### src/rtl/dec_pr_pkg.sv
// Shared posit register file definitions: widths and the writeback payload.
package dec_pr_pkg;

    localparam int unsigned PR_ADDR_W = 5;
    localparam int unsigned PR_DATA_W = 32;
    localparam int unsigned PR_NUM    = 32;

    // One register file write: destination and value.
    typedef struct packed {
        logic [PR_ADDR_W-1:0] rd;
        logic [PR_DATA_W-1:0] data;
    } pr_wb_t;

    // PR0 is hardwired zero; anything targeting it is discarded.
    function automatic logic is_zero_pr(input logic [PR_ADDR_W-1:0] addr);
        return addr == '0;
    endfunction

endpackage

### src/rtl/dec_pr_wb_fifo.sv
// Ordered buffer of posit-unit results waiting for the register file write port.
module dec_pr_wb_fifo
    import dec_pr_pkg::*;
#(
    parameter int unsigned DEPTH = 4,
    localparam int unsigned PTR_W = $clog2(DEPTH),
    localparam int unsigned CNT_W = PTR_W + 1
) (
    input  logic             clk,
    input  logic             rst,
    input  logic             push,
    input  logic             pop,
    input  pr_wb_t           din,
    output pr_wb_t           dout,
    output logic [CNT_W-1:0] count,
    output logic             full,
    output logic             empty
);

    pr_wb_t           mem [DEPTH];
    logic [PTR_W-1:0] wr_ptr;
    logic [PTR_W-1:0] rd_ptr;
    logic             do_push;
    logic             do_pop;

    assign full    = (count == CNT_W'(DEPTH));
    assign empty   = (count == '0);
    assign do_push = push & ~full;
    assign do_pop  = pop & ~empty;
    assign dout    = mem[rd_ptr];

    // Entry storage; contents need no reset since count gates every read.
    always_ff @(posedge clk) begin
        if (do_push) begin
            mem[wr_ptr] <= din;
        end
    end

    // Pointers wrap naturally because DEPTH is a power of two.
    always_ff @(posedge clk) begin
        if (rst) begin
            wr_ptr <= '0;
            rd_ptr <= '0;
            count  <= '0;
        end else begin
            if (do_push) begin
                wr_ptr <= wr_ptr + PTR_W'(1);
            end
            if (do_pop) begin
                rd_ptr <= rd_ptr + PTR_W'(1);
            end
            count <= count + CNT_W'(do_push) - CNT_W'(do_pop);
        end
    end

endmodule

### src/rtl/dec_pr_wb_ctl.sv
// Posit register file writeback controller: arbitrates load and posit-unit
// results onto the single write port and tracks pending destinations.
module dec_pr_wb_ctl
    import dec_pr_pkg::*;
#(
    parameter int unsigned FIFO_DEPTH = 4
) (
    input  logic                 clk,
    input  logic                 rst,
    input  logic                 issue_valid,
    input  logic [PR_ADDR_W-1:0] issue_rd,
    input  logic [PR_ADDR_W-1:0] issue_rs1,
    input  logic [PR_ADDR_W-1:0] issue_rs2,
    output logic                 issue_stall,
    input  logic                 pu_valid,
    input  logic [PR_ADDR_W-1:0] pu_rd,
    input  logic [PR_DATA_W-1:0] pu_data,
    output logic                 pu_ready,
    input  logic                 ld_valid,
    input  logic [PR_ADDR_W-1:0] ld_rd,
    input  logic [PR_DATA_W-1:0] ld_data,
    output logic                 pr_wen,
    output logic [PR_ADDR_W-1:0] pr_waddr,
    output logic [PR_DATA_W-1:0] pr_wd,
    output logic [31:1]          busy
);

    localparam int unsigned CNT_W = $clog2(FIFO_DEPTH) + 1;

    logic [CNT_W-1:0]  fifo_count;
    logic              fifo_full;
    logic              fifo_empty;
    pr_wb_t            fifo_dout;
    pr_wb_t            pu_item;
    pr_wb_t            ld_item;
    pr_wb_t            sel;
    logic              sel_valid;
    logic              fifo_push;
    logic              fifo_pop;
    logic              bypass;
    logic              ld_wr;
    logic              pu_xfer;
    logic              issue_acc;
    logic [31:0]       busy_vec;
    logic [31:1]       busy_q;
    logic [31:1]       busy_nxt;

    assign pu_item  = '{rd: pu_rd, data: pu_data};
    assign ld_item  = '{rd: ld_rd, data: ld_data};
    assign pu_ready = ~fifo_full;
    assign busy     = busy_q;

    // PR0 reads as never busy so sources/destinations of zero cannot hazard.
    assign busy_vec = {busy_q, 1'b0};

    // Results targeting PR0 are swallowed before arbitration.
    assign ld_wr   = ld_valid & ~is_zero_pr(ld_rd);
    assign pu_xfer = pu_valid & pu_ready & ~is_zero_pr(pu_rd);

    // Hazard and backpressure stall seen by decode.
    assign issue_stall = busy_vec[issue_rs1] | busy_vec[issue_rs2] | busy_vec[issue_rd]
                       | (fifo_count == CNT_W'(FIFO_DEPTH));
    assign issue_acc   = issue_valid & ~issue_stall;

    // Write-port arbitration: load, then oldest buffered result, then bypass.
    always_comb begin
        sel_valid = 1'b0;
        sel       = ld_item;
        fifo_pop  = 1'b0;
        bypass    = 1'b0;
        if (ld_wr) begin
            sel_valid = 1'b1;
            sel       = ld_item;
        end else if (!fifo_empty) begin
            sel_valid = 1'b1;
            sel       = fifo_dout;
            fifo_pop  = 1'b1;
        end else if (pu_xfer) begin
            sel_valid = 1'b1;
            sel       = pu_item;
            bypass    = 1'b1;
        end
        fifo_push = pu_xfer & ~bypass;
    end

    dec_pr_wb_fifo #(
        .DEPTH (FIFO_DEPTH)
    ) u_fifo (
        .clk   (clk),
        .rst   (rst),
        .push  (fifo_push),
        .pop   (fifo_pop),
        .din   (pu_item),
        .dout  (fifo_dout),
        .count (fifo_count),
        .full  (fifo_full),
        .empty (fifo_empty)
    );

    // Registered register-file write port.
    always_ff @(posedge clk) begin
        if (rst) begin
            pr_wen   <= 1'b0;
            pr_waddr <= '0;
            pr_wd    <= '0;
        end else begin
            pr_wen <= sel_valid;
            if (sel_valid) begin
                pr_waddr <= sel.rd;
                pr_wd    <= sel.data;
            end
        end
    end

    // Scoreboard update: clear on the write cycle, set on accepted issue (set wins).
    always_comb begin
        busy_nxt = busy_q;
        for (int i = 1; i < int'(PR_NUM); i++) begin
            busy_nxt[i] = (busy_q[i] & ~(pr_wen && (pr_waddr == PR_ADDR_W'(i))))
                        | (issue_acc && (issue_rd == PR_ADDR_W'(i)));
        end
    end

    // Scoreboard register.
    always_ff @(posedge clk) begin
        if (rst) begin
            busy_q <= '0;
        end else begin
            busy_q <= busy_nxt;
        end
    end

endmodule

### config.mk
export PLATFORM = sky130hd
export DESIGN_NAME = dec_pr_wb_ctl
export DESIGN_NICKNAME = d
export VERILOG_FILES = /design/src/rtl/dec_pr_pkg.sv /design/src/rtl/dec_pr_wb_fifo.sv /design/src/rtl/dec_pr_wb_ctl.sv
export SDC_FILE = /design/constraint.sdc
export NUM_CORES = 1
export LEC_CHECK = 0
export CAP_MARGIN = 10
export CORE_UTILIZATION = 50
export CTS_BUF_LIST = sky130_fd_sc_hd__clkbuf_4 sky130_fd_sc_hd__clkbuf_8
export DETAILED_ROUTE_END_ITERATION = 12
export GPL_ROUTABILITY_DRIVEN = 0
export HOLD_SLACK_MARGIN = 0.1
export PLACE_DENSITY = 0.75
export REMOVE_ABC_BUFFERS = 1
export SYNTH_ARGS = -nofsm -noshare
export SYNTH_HDL_FRONTEND = slang
export SYNTH_SLANG_ARGS = --single-unit
### constraint.sdc
create_clock -name clk -period 3.66 [get_ports clk]
set_input_delay 0.366 -clock clk [delete_from_list [all_inputs] [get_ports clk]]
set_output_delay 0.366 -clock clk [all_outputs]
set_load 0.05 [all_outputs]
==> results of run 1 <==
## cell usage in the layout, fill, tap and decap left out, types with 5 or more instances in the layout
cell type and count:
sky130_fd_sc_hd__inv_1 11, sky130_fd_sc_hd__clkdlybuf4s50_1 162, sky130_fd_sc_hd__mux4_2 45, sky130_fd_sc_hd__nor2b_1 16, sky130_fd_sc_hd__o211ai_1 35, sky130_fd_sc_hd__buf_4 14
sky130_fd_sc_hd__edfxtp_1 148, sky130_fd_sc_hd__clkbuf_4 9, sky130_fd_sc_hd__nand3_1 29, sky130_fd_sc_hd__o311ai_0 7, sky130_fd_sc_hd__nand2_1 69, sky130_fd_sc_hd__clkinv_1 5
sky130_fd_sc_hd__nand2b_1 8, sky130_fd_sc_hd__a21oi_1 42, sky130_fd_sc_hd__mux2i_1 53, sky130_fd_sc_hd__clkinv_2 7, sky130_fd_sc_hd__o21ai_1 31, sky130_fd_sc_hd__a211oi_1 12
sky130_fd_sc_hd__dfxtp_1 76, sky130_fd_sc_hd__nor2_1 46, sky130_fd_sc_hd__ha_1 6, sky130_fd_sc_hd__clkbuf_8 40, sky130_fd_sc_hd__a22oi_1 5
## metrics by stage
stage                     setup WS (ns)  hold slack [ns]  cells  setup TNS [ns]  util (%)
final                             0.541            0.286   1209               0      64.8
after floorplan                   -2.70            0.435    700         -476.84         -
after global placement            0.551            0.438   1144               0      61.1
after CTS                         0.570            0.277   1209               0      64.8
after detailed placement          0.510            0.442   1144               0      61.1
after global routing              0.384            0.307   1209               0      64.8
## worst max-delay path by stage
stage	from	end	slack [ns]	cells past startpoint
after floorplan	u_fifo.count[1]	u_fifo.count[2]	-2.70	7
after global placement	ld_rd[1]	u_fifo.count[2]	0.55	11
after detailed placement	ld_rd[1]	u_fifo.count[2]	0.51	11
after CTS	issue_rs2[1]	issue_stall	0.57	7
after global routing	issue_rs2[1]	issue_stall	0.38	7
final	issue_rs2[1]	issue_stall	0.54	7
## state kept, by name, summed over array words and instances (netlist names), named ones only
register       count
busy              31
pr_waddr           5
pr_wd             32
pr_wen             1
u_fifo.count       3
u_fifo.mem       148
u_fifo.rd_ptr      2
u_fifo.wr_ptr      2
## cells by family (layout without fill, tap and decap cells)
family                     after synthesis  after routing  synth area share, %
AOI/OAI and AO/OA                      149            149                 9.88
xor gates and xnor gates                 5              5                0.435
adders and majority gates                7              7                0.944
buffers and inverters                   59            255                 2.66
DFF                                    226            226                 59.6
muxes                                  106            106                 16.8
and+or+nand+nor                        196            196                 9.63
## power groups by stage
stage	registers, uW	clock network [uW]	logic [uW]
final	3280	2130	2330
after floorplan	3640	0	1270
after global placement	3320	0	2320
after global routing	3320	2280	2510
after detailed placement	3340	0	2340
after CTS	3290	2180	2360
## routing by layer
layer  track usage (%)  vias up  share of wire (%)
met3              4.47       49                6.6
met4              7.95        0                2.4
met5                 0        -                  0
li1                  -     3228                  -
met2              39.9      286                 48
met1              31.9     3453                 43
## cell type report
type                    count  area, sq um  area share [%]
clock inverters            16          106           0.838
clock buffers              49          618            4.87
well taps                 265          332            2.61
multi-input cells         463         3820            30.1
flip-flops and latches    226         6010            47.3
inverters                  11         41.3           0.325
repair buffers            179         1770            14.0
## critical path: cells and delay by family
kind                   cells  cell delay [ns]
buffers and inverters      2             0.92
muxes                      1             0.63
AOI/OAI and AO/OA          1             0.11
and+or+nand+nor            3             0.72
==> run summary, run 1 <==
The initial cell density of the core came out at 51.4%. The initial DRC count came out at 649. The run finished with clean final reports. The internal power contribution came out at 5240 uW. The number of maximum-capacitance constraint violations came out at 0.

The TritonCTS buffer count came out at 36. Summing every instance area after synthesis gives 0.0101 sq mm. The total power of the final layout came out at 7750 uW. In this run the critical register-to-register path is captured at u_fifo.mem[3][9]. The largest net degree at the start of global routing is 49. After detailed routing, the number of vias per cell comes to 5.80.

For this run, the top clock speed supported by timing is 0.321 GHz. The final non-filler cell area is 0.0127 sq mm. The final worst clock skew came out at 0.0136 ns.

The initial antenna violation count is 0. The sequential element share of the synthesized area came out at 59.6%. The cell leakage power came out at 0.00430 uW. Combinational logic burns 30.1% of the power. CTS placed an instance of sky130_fd_sc_hd__clkbuf_8 at the clock tree root. The largest total area in the synthesized netlist belongs to sky130_fd_sc_hd__edfxtp_1. The final hold violation count is 0. The total clock sinks came out at 226. The count of buffers added on input and output ports is 164. The post-synthesis area per instance is 13.5 sq um. Yosys mapped a number of flops with a built-in enable equal to 148.

For flop-to-flop paths, the worst setup slack is 1.18 ns. Summed over all layers, the routed wires come to 24.0 mm. The critical path goes through clkdlybuf4s50_1, mux4_1, nor2b_1, o21ai_0, nand2_1, nand3_1, buf_12. The total via count after detailed routing is 7,016.

The max-slew headroom at the worst pin came out at 27.6%. The die is 144 microns tall. The floorplan die area came out at 0.0207 sq mm. After detailed routing, the number of remaining DRC violations is 0. The highest net fanout along the worst path is 9. The worst path arrival time is 2.75 ns. The sequential share of power came out at 42.3%.

STA puts the critical path data required time at 3.29 ns. The via count of the first global-routing pass came out at 7,017. The Yosys step of the flow raised 0 warnings. By instance count, the leading cell after synthesis is sky130_fd_sc_hd__edfxtp_1. Compared with the post-synthesis result, the final layout area differs by 26.1%. Setup repair after global routing left no endpoint under its margin.

The power per cell area is 610 mW/mm^2. The path class of the tightest hold or removal check is in -> reg. The pin slew with the least headroom to its limit came out at 1.09 ns.

The portion of the clock cycle consumed by the worst path in the final layout is 85.2%. The share of post-route cells with drive strength above 1 came out at 15.3%. The total cell area at the placement stage is 0.0120 sq mm.

The count of final setup violators is 0. By startpoint and endpoint, the worst setup path is classified as in -> out. The CTS H-tree depth came out at 2. The async set-or-reset flop fraction in the synthesized netlist is 0%. In this run switching power makes up 32.4% of total power. By count the netlist is led by 148 x sky130_fd_sc_hd__edfxtp_1, 78 x sky130_fd_sc_hd__dfxtp_1, 69 x sky130_fd_sc_hd__nand2_1.

The post-cts repair resize count came out at 0. STA classifies the critical path endpoint as an output port. The total half-perimeter wirelength after legalization and detailed placement is 16.0 mm.

The row count is 51. The number of placed I/O pins came out at 165. The number of storage elements in the synthesis netlist is 226. The count of hold-fix buffers inserted at cts is 0.

The count of cells along the worst register-to-register path came out at 5. STA classifies the critical path startpoint as a primary input. The average wire per standard cell is 19.9 microns. By area the synthesized netlist is led by sky130_fd_sc_hd__edfxtp_1 44%, sky130_fd_sc_hd__dfxtp_1 16%, sky130_fd_sc_hd__mux4_2 10%. The first global-routing pass estimated 38.1 mm of wire. The part of the power in the clock network is 27.5%.

The count of distinct cell types in the synthesized netlist is 52. The overall fraction of global-route tracks in use is 24.1%. TritonCTS built the clock tree.

The most used flip-flop cell after synthesis is sky130_fd_sc_hd__edfxtp_1. The setup fix buffers added after clock tree synthesis is 0. The first detailed-routing pass ran for 5 iterations. The final antenna-violating net count came out at 0.

The area share of the largest cell type after synthesis is 44.1%. The die is 144 microns wide. Clock-pin slew was measured on the worst setup and hold paths at 0.06 ns.

The post-layout minimum cycle time is 3.12 ns. The net load switching power is 2510 uW. After global routing the overflow that remains totals 0. The worst-case IR drop observed on VDD is 525 uV. In this design, the stage delay of the slowest critical-path cell is 0.72 ns. For hold timing, the worst endpoint is pr_wd[6]. The final max-slew violation count came out at 0. The clock latency of the later-clocked register in the worst-skew pair came out at 0.50 ns. The number of buffers on the longest clock path came out at 3. The post-synthesis cell count is 748. The start point of the worst min-delay path is rst. The slowest stage of the critical path belongs to the cell sky130_fd_sc_hd__clkdlybuf4s50_1. In the final design database the tool counted 1,018 nets. The total inserted antenna cells came out at 0. Along the worst hold path, the cell count comes to 2. The core region is 0.0196 sq mm. The worst register-to-register path begins at u_fifo.count[1]. The filler cells instantiated in the layout total 1,490.
Note: power is estimated with default switching activity, not from simulation.
==> inputs of run 2 (changes only) <==
--- a/config.mk
+++ b/config.mk
@@ -6,12 +6,12 @@
 export NUM_CORES = 1
 export LEC_CHECK = 0
 export CAP_MARGIN = 10
-export CORE_UTILIZATION = 50
+export CORE_UTILIZATION = 45
 export CTS_BUF_LIST = sky130_fd_sc_hd__clkbuf_4 sky130_fd_sc_hd__clkbuf_8
 export DETAILED_ROUTE_END_ITERATION = 12
 export GPL_ROUTABILITY_DRIVEN = 0
 export HOLD_SLACK_MARGIN = 0.1
-export PLACE_DENSITY = 0.75
+export PLACE_DENSITY = 0.69
 export REMOVE_ABC_BUFFERS = 1
 export SYNTH_ARGS = -nofsm -noshare
 export SYNTH_HDL_FRONTEND = slang
==> run summary, run 2 (synthesized netlist as in run 1, its figures left out) <==
The total half-perimeter wirelength after legalization and detailed placement came out at 16.1 mm (was 16.0 mm). The post-layout minimum cycle time came out at 3.11 ns (was 3.12 ns). The die height was 152 microns (was 144 microns). The count of final setup violators came out at 0 (unchanged). The kind of cell adding the most delay to the critical path is buffers and inverters (unchanged). The area growth from synthesis to layout came out at 27.1% (was 26.1%).

The setup fix buffers added after clock tree synthesis is 0 (unchanged). The number of maximum-capacitance constraint violations came out at 0 (unchanged). The row count is 54 (was 51). The number of flip-flops under the largest register name came out at 148 (unchanged). The post-detailed-routing wire length came to 24.8 mm (was 24.0 mm).

The endpoint of the lowest-slack register-to-register path is u_fifo.count[2] (was u_fifo.mem[3][9]). The met3 demand-to-capacity share in global routing is 5.51% (was 4.47%). The initial cell density of the core is 46.0% (was 51.4%). The last element of the critical path is issue_stall (unchanged). The post-cts repair resize count came out at 0 (unchanged).

The worst path arrival time is 2.75 ns (about the same). The register bank with the most flops is u_fifo.mem (unchanged). The power per cell area is 617 mW/mm^2 (was 610 mW/mm^2). The pin slew with the least headroom to its limit was 1.04 ns (was 1.09 ns). The portion of the clock cycle consumed by the worst path in the final layout is 85.0% (was 85.2%).

The average vias per placed instance came out at 5.69 (was 5.80). The highest achievable clock rate is 0.321 GHz (about the same). The total cell area at the placement stage came out at 0.0120 sq mm (about the same). The met1 global-route usage was 29.9% (was 31.9%). The via count of the first global-routing pass is 6,974 (was 7,017). The final antenna-violating net count came out at 0 (unchanged). The final critical-path setup slack is 0.548 ns (was 0.541 ns). The cell leakage power came out at 0.00434 uW (was 0.00430 uW). The average wire per standard cell is 20.2 microns (was 19.9 microns). The endpoint type of the worst setup path is an output port (unchanged). The initial antenna violation count is 2 (was 0). The routing usage on met2 was 36.1% (was 39.9%). Cell-by-cell listing of the critical path: clkdlybuf4s50_1, mux2i_1, mux4_2, a2111oi_2, a221oi_4, nand3_1, buf_12 (was clkdlybuf4s50_1, mux4_1, nor2b_1, o21ai_0, nand2_1, nand3_1, buf_12). The total via count after detailed routing is 6,978 (was 7,016). The worst ir drop on vdd came out at 363 uV (was 525 uV). The count of cells along the worst register-to-register path is 10 (was 5). The required arrival time at the worst endpoint is 3.29 ns (about the same).

The first-pass GRT wire length came out at 38.6 mm (was 38.1 mm). The core region area is 0.0219 sq mm (was 0.0196 sq mm). The total inserted antenna cells is 0 (unchanged). The die extent in x came out at 152 microns (was 144 microns). The count of buffers from port buffering was 164 (unchanged). The final worst clock skew is 0.0425 ns (was 0.0136 ns). The count of cell instances traversed by the critical path came out at 7 (unchanged). The clock transition time at the flip-flop clock pins of the worst setup and hold paths came out at 0.06 ns (about the same).

RSZ-0062 raised after global routing: no (unchanged). The detailed-route DRC error count is 0 (unchanged). The delay of the slowest cell on the worst path came out at 0.84 ns (was 0.72 ns).

The clock latency of the later-clocked register in the worst-skew pair is 0.53 ns (was 0.50 ns). The startpoint class of the critical path was a primary input (unchanged). The number of placed I/O pins came to 165 (unchanged). The overall fraction of global-route tracks in use came out at 22.3% (was 24.1%). The class of the most critical hold timing path was in -> reg (unchanged). The slowest cell on the critical path was sky130_fd_sc_hd__clkdlybuf4s50_1 (unchanged).

The final non-filler cell area came out at 0.0128 sq mm (was 0.0127 sq mm). The path type of the worst setup path was in -> out (unchanged). The launch point of the worst reg-to-reg path is u_fifo.count[1] (unchanged). Result of the run: finished clean (unchanged). The final layout net count came out at 1,020 (was 1,018).

The count of TritonRoute iterations in the first routing pass came out at 5 (unchanged). The final hold violation count came out at 0 (unchanged). The number of buffers on the longest clock path is 3 (unchanged). The floorplan die area came out at 0.0230 sq mm (was 0.0207 sq mm). The count of buffering cells on the critical path with inverters included came out at 2 (unchanged). The TritonCTS buffer count came out at 37 (was 36).

The startpoint of the worst setup timing path is issue_rs1[2] (was issue_rs2[1]). The CTS H-tree depth was 2 (unchanged). The most common cell after layout, fill and taps aside is sky130_fd_sc_hd__clkdlybuf4s50_1 (unchanged). The pre-CTS setup slack is 0.534 ns (was 0.510 ns). The global routing's busiest layer is met2 (unchanged). The overflow left after global routing came out at 0 (unchanged).

Top library cells by usage in the layout, fill and taps aside: 162 x sky130_fd_sc_hd__clkdlybuf4s50_1, 148 x sky130_fd_sc_hd__edfxtp_1, 76 x sky130_fd_sc_hd__dfxtp_1, 69 x sky130_fd_sc_hd__nand2_1, 53 x sky130_fd_sc_hd__mux2i_1 (unchanged). The register-to-register setup slack came to 1.11 ns (was 1.18 ns). The count of hold-fix buffers inserted at cts came to 0 (unchanged). The max-slew headroom at the worst pin came out at 30.5% (was 27.6%).

The highest net fanout along the worst path came out at 12 (was 9). The share of post-route cells with drive strength above 1 came out at 15.3% (about the same). The largest net degree at the start of global routing was 56 (was 49). The library cell used as clock root buffer is sky130_fd_sc_hd__clkbuf_8 (unchanged). The total negative slack is 0 ns (unchanged).

The clock tree from TritonCTS is done (unchanged). The final max-slew violation count is 0 (unchanged). The total clock sinks was 226 (unchanged). The initial DRC count is 467 (was 649).
run 2: where the power goes:
| part | internal, uW | switching [uW] | leakage [uW] |
|---|---|---|---|
| Sequential | 3060 | 206 | 0.00199 |
| Clock | 1310 | 953 | 0.000411 |
| Combinational | 1020 | 1360 | 0.00194 |
| Total | 5380 | 2520 | 0.00434 |
run 2: worst min path at each step:
stage | startpoint | to | slack, ns | cells past startpoint
6_report | ld_data[5] | pr_wd[5] | 0.44 | 3
4_1_cts | ld_data[9] | pr_wd[9] | 0.41 | 3
5_1_grt | ld_data[1] | pr_wd[1] | 0.44 | 3
3_3_place_gp | pr_wd[20] | pr_wd[20] | 0.44 | 2
3_5_place_dp | pr_wd[20] | pr_wd[20] | 0.45 | 2
2_1_floorplan | rst | pr_waddr[1] | 0.44 | 1
run 2: through the flow:
stage	hold slack (ns)	instances	utilization (%)	power (uW)
floorplan	0.435	700	-	4910
global placement	0.439	1160	54.9	5680
detailed placement	0.445	1160	54.9	5700
CTS	0.409	1227	58.5	7990
global route	0.440	1227	58.5	8280
finish	0.440	1227	58.5	7900
run 2: layout make-up:
type	instances	area, sq um
well taps	280	350
inverters	11	41.3
clock inverters	10	80.1
fillers	1779	9090
repair buffers	180	1790
flip-flops and latches	226	6010
clock buffers	57	709
multi-input cells	463	3820
run 2: routing by layer:
metal	vias up	part of all wire [%]
li1	3240	-
met1	3425	43
met2	275	47
met5	-	0.093
met3	34	8.0
met4	4	1.6
run 2: worst min-delay path, delay by kind of cell:
kind | cells | cell delay (ns)
AOI/OAI and AO/OA | 1 | 0.12
buffers and inverters | 1 | 0.40
and+or+nand+nor | 1 | 0.04
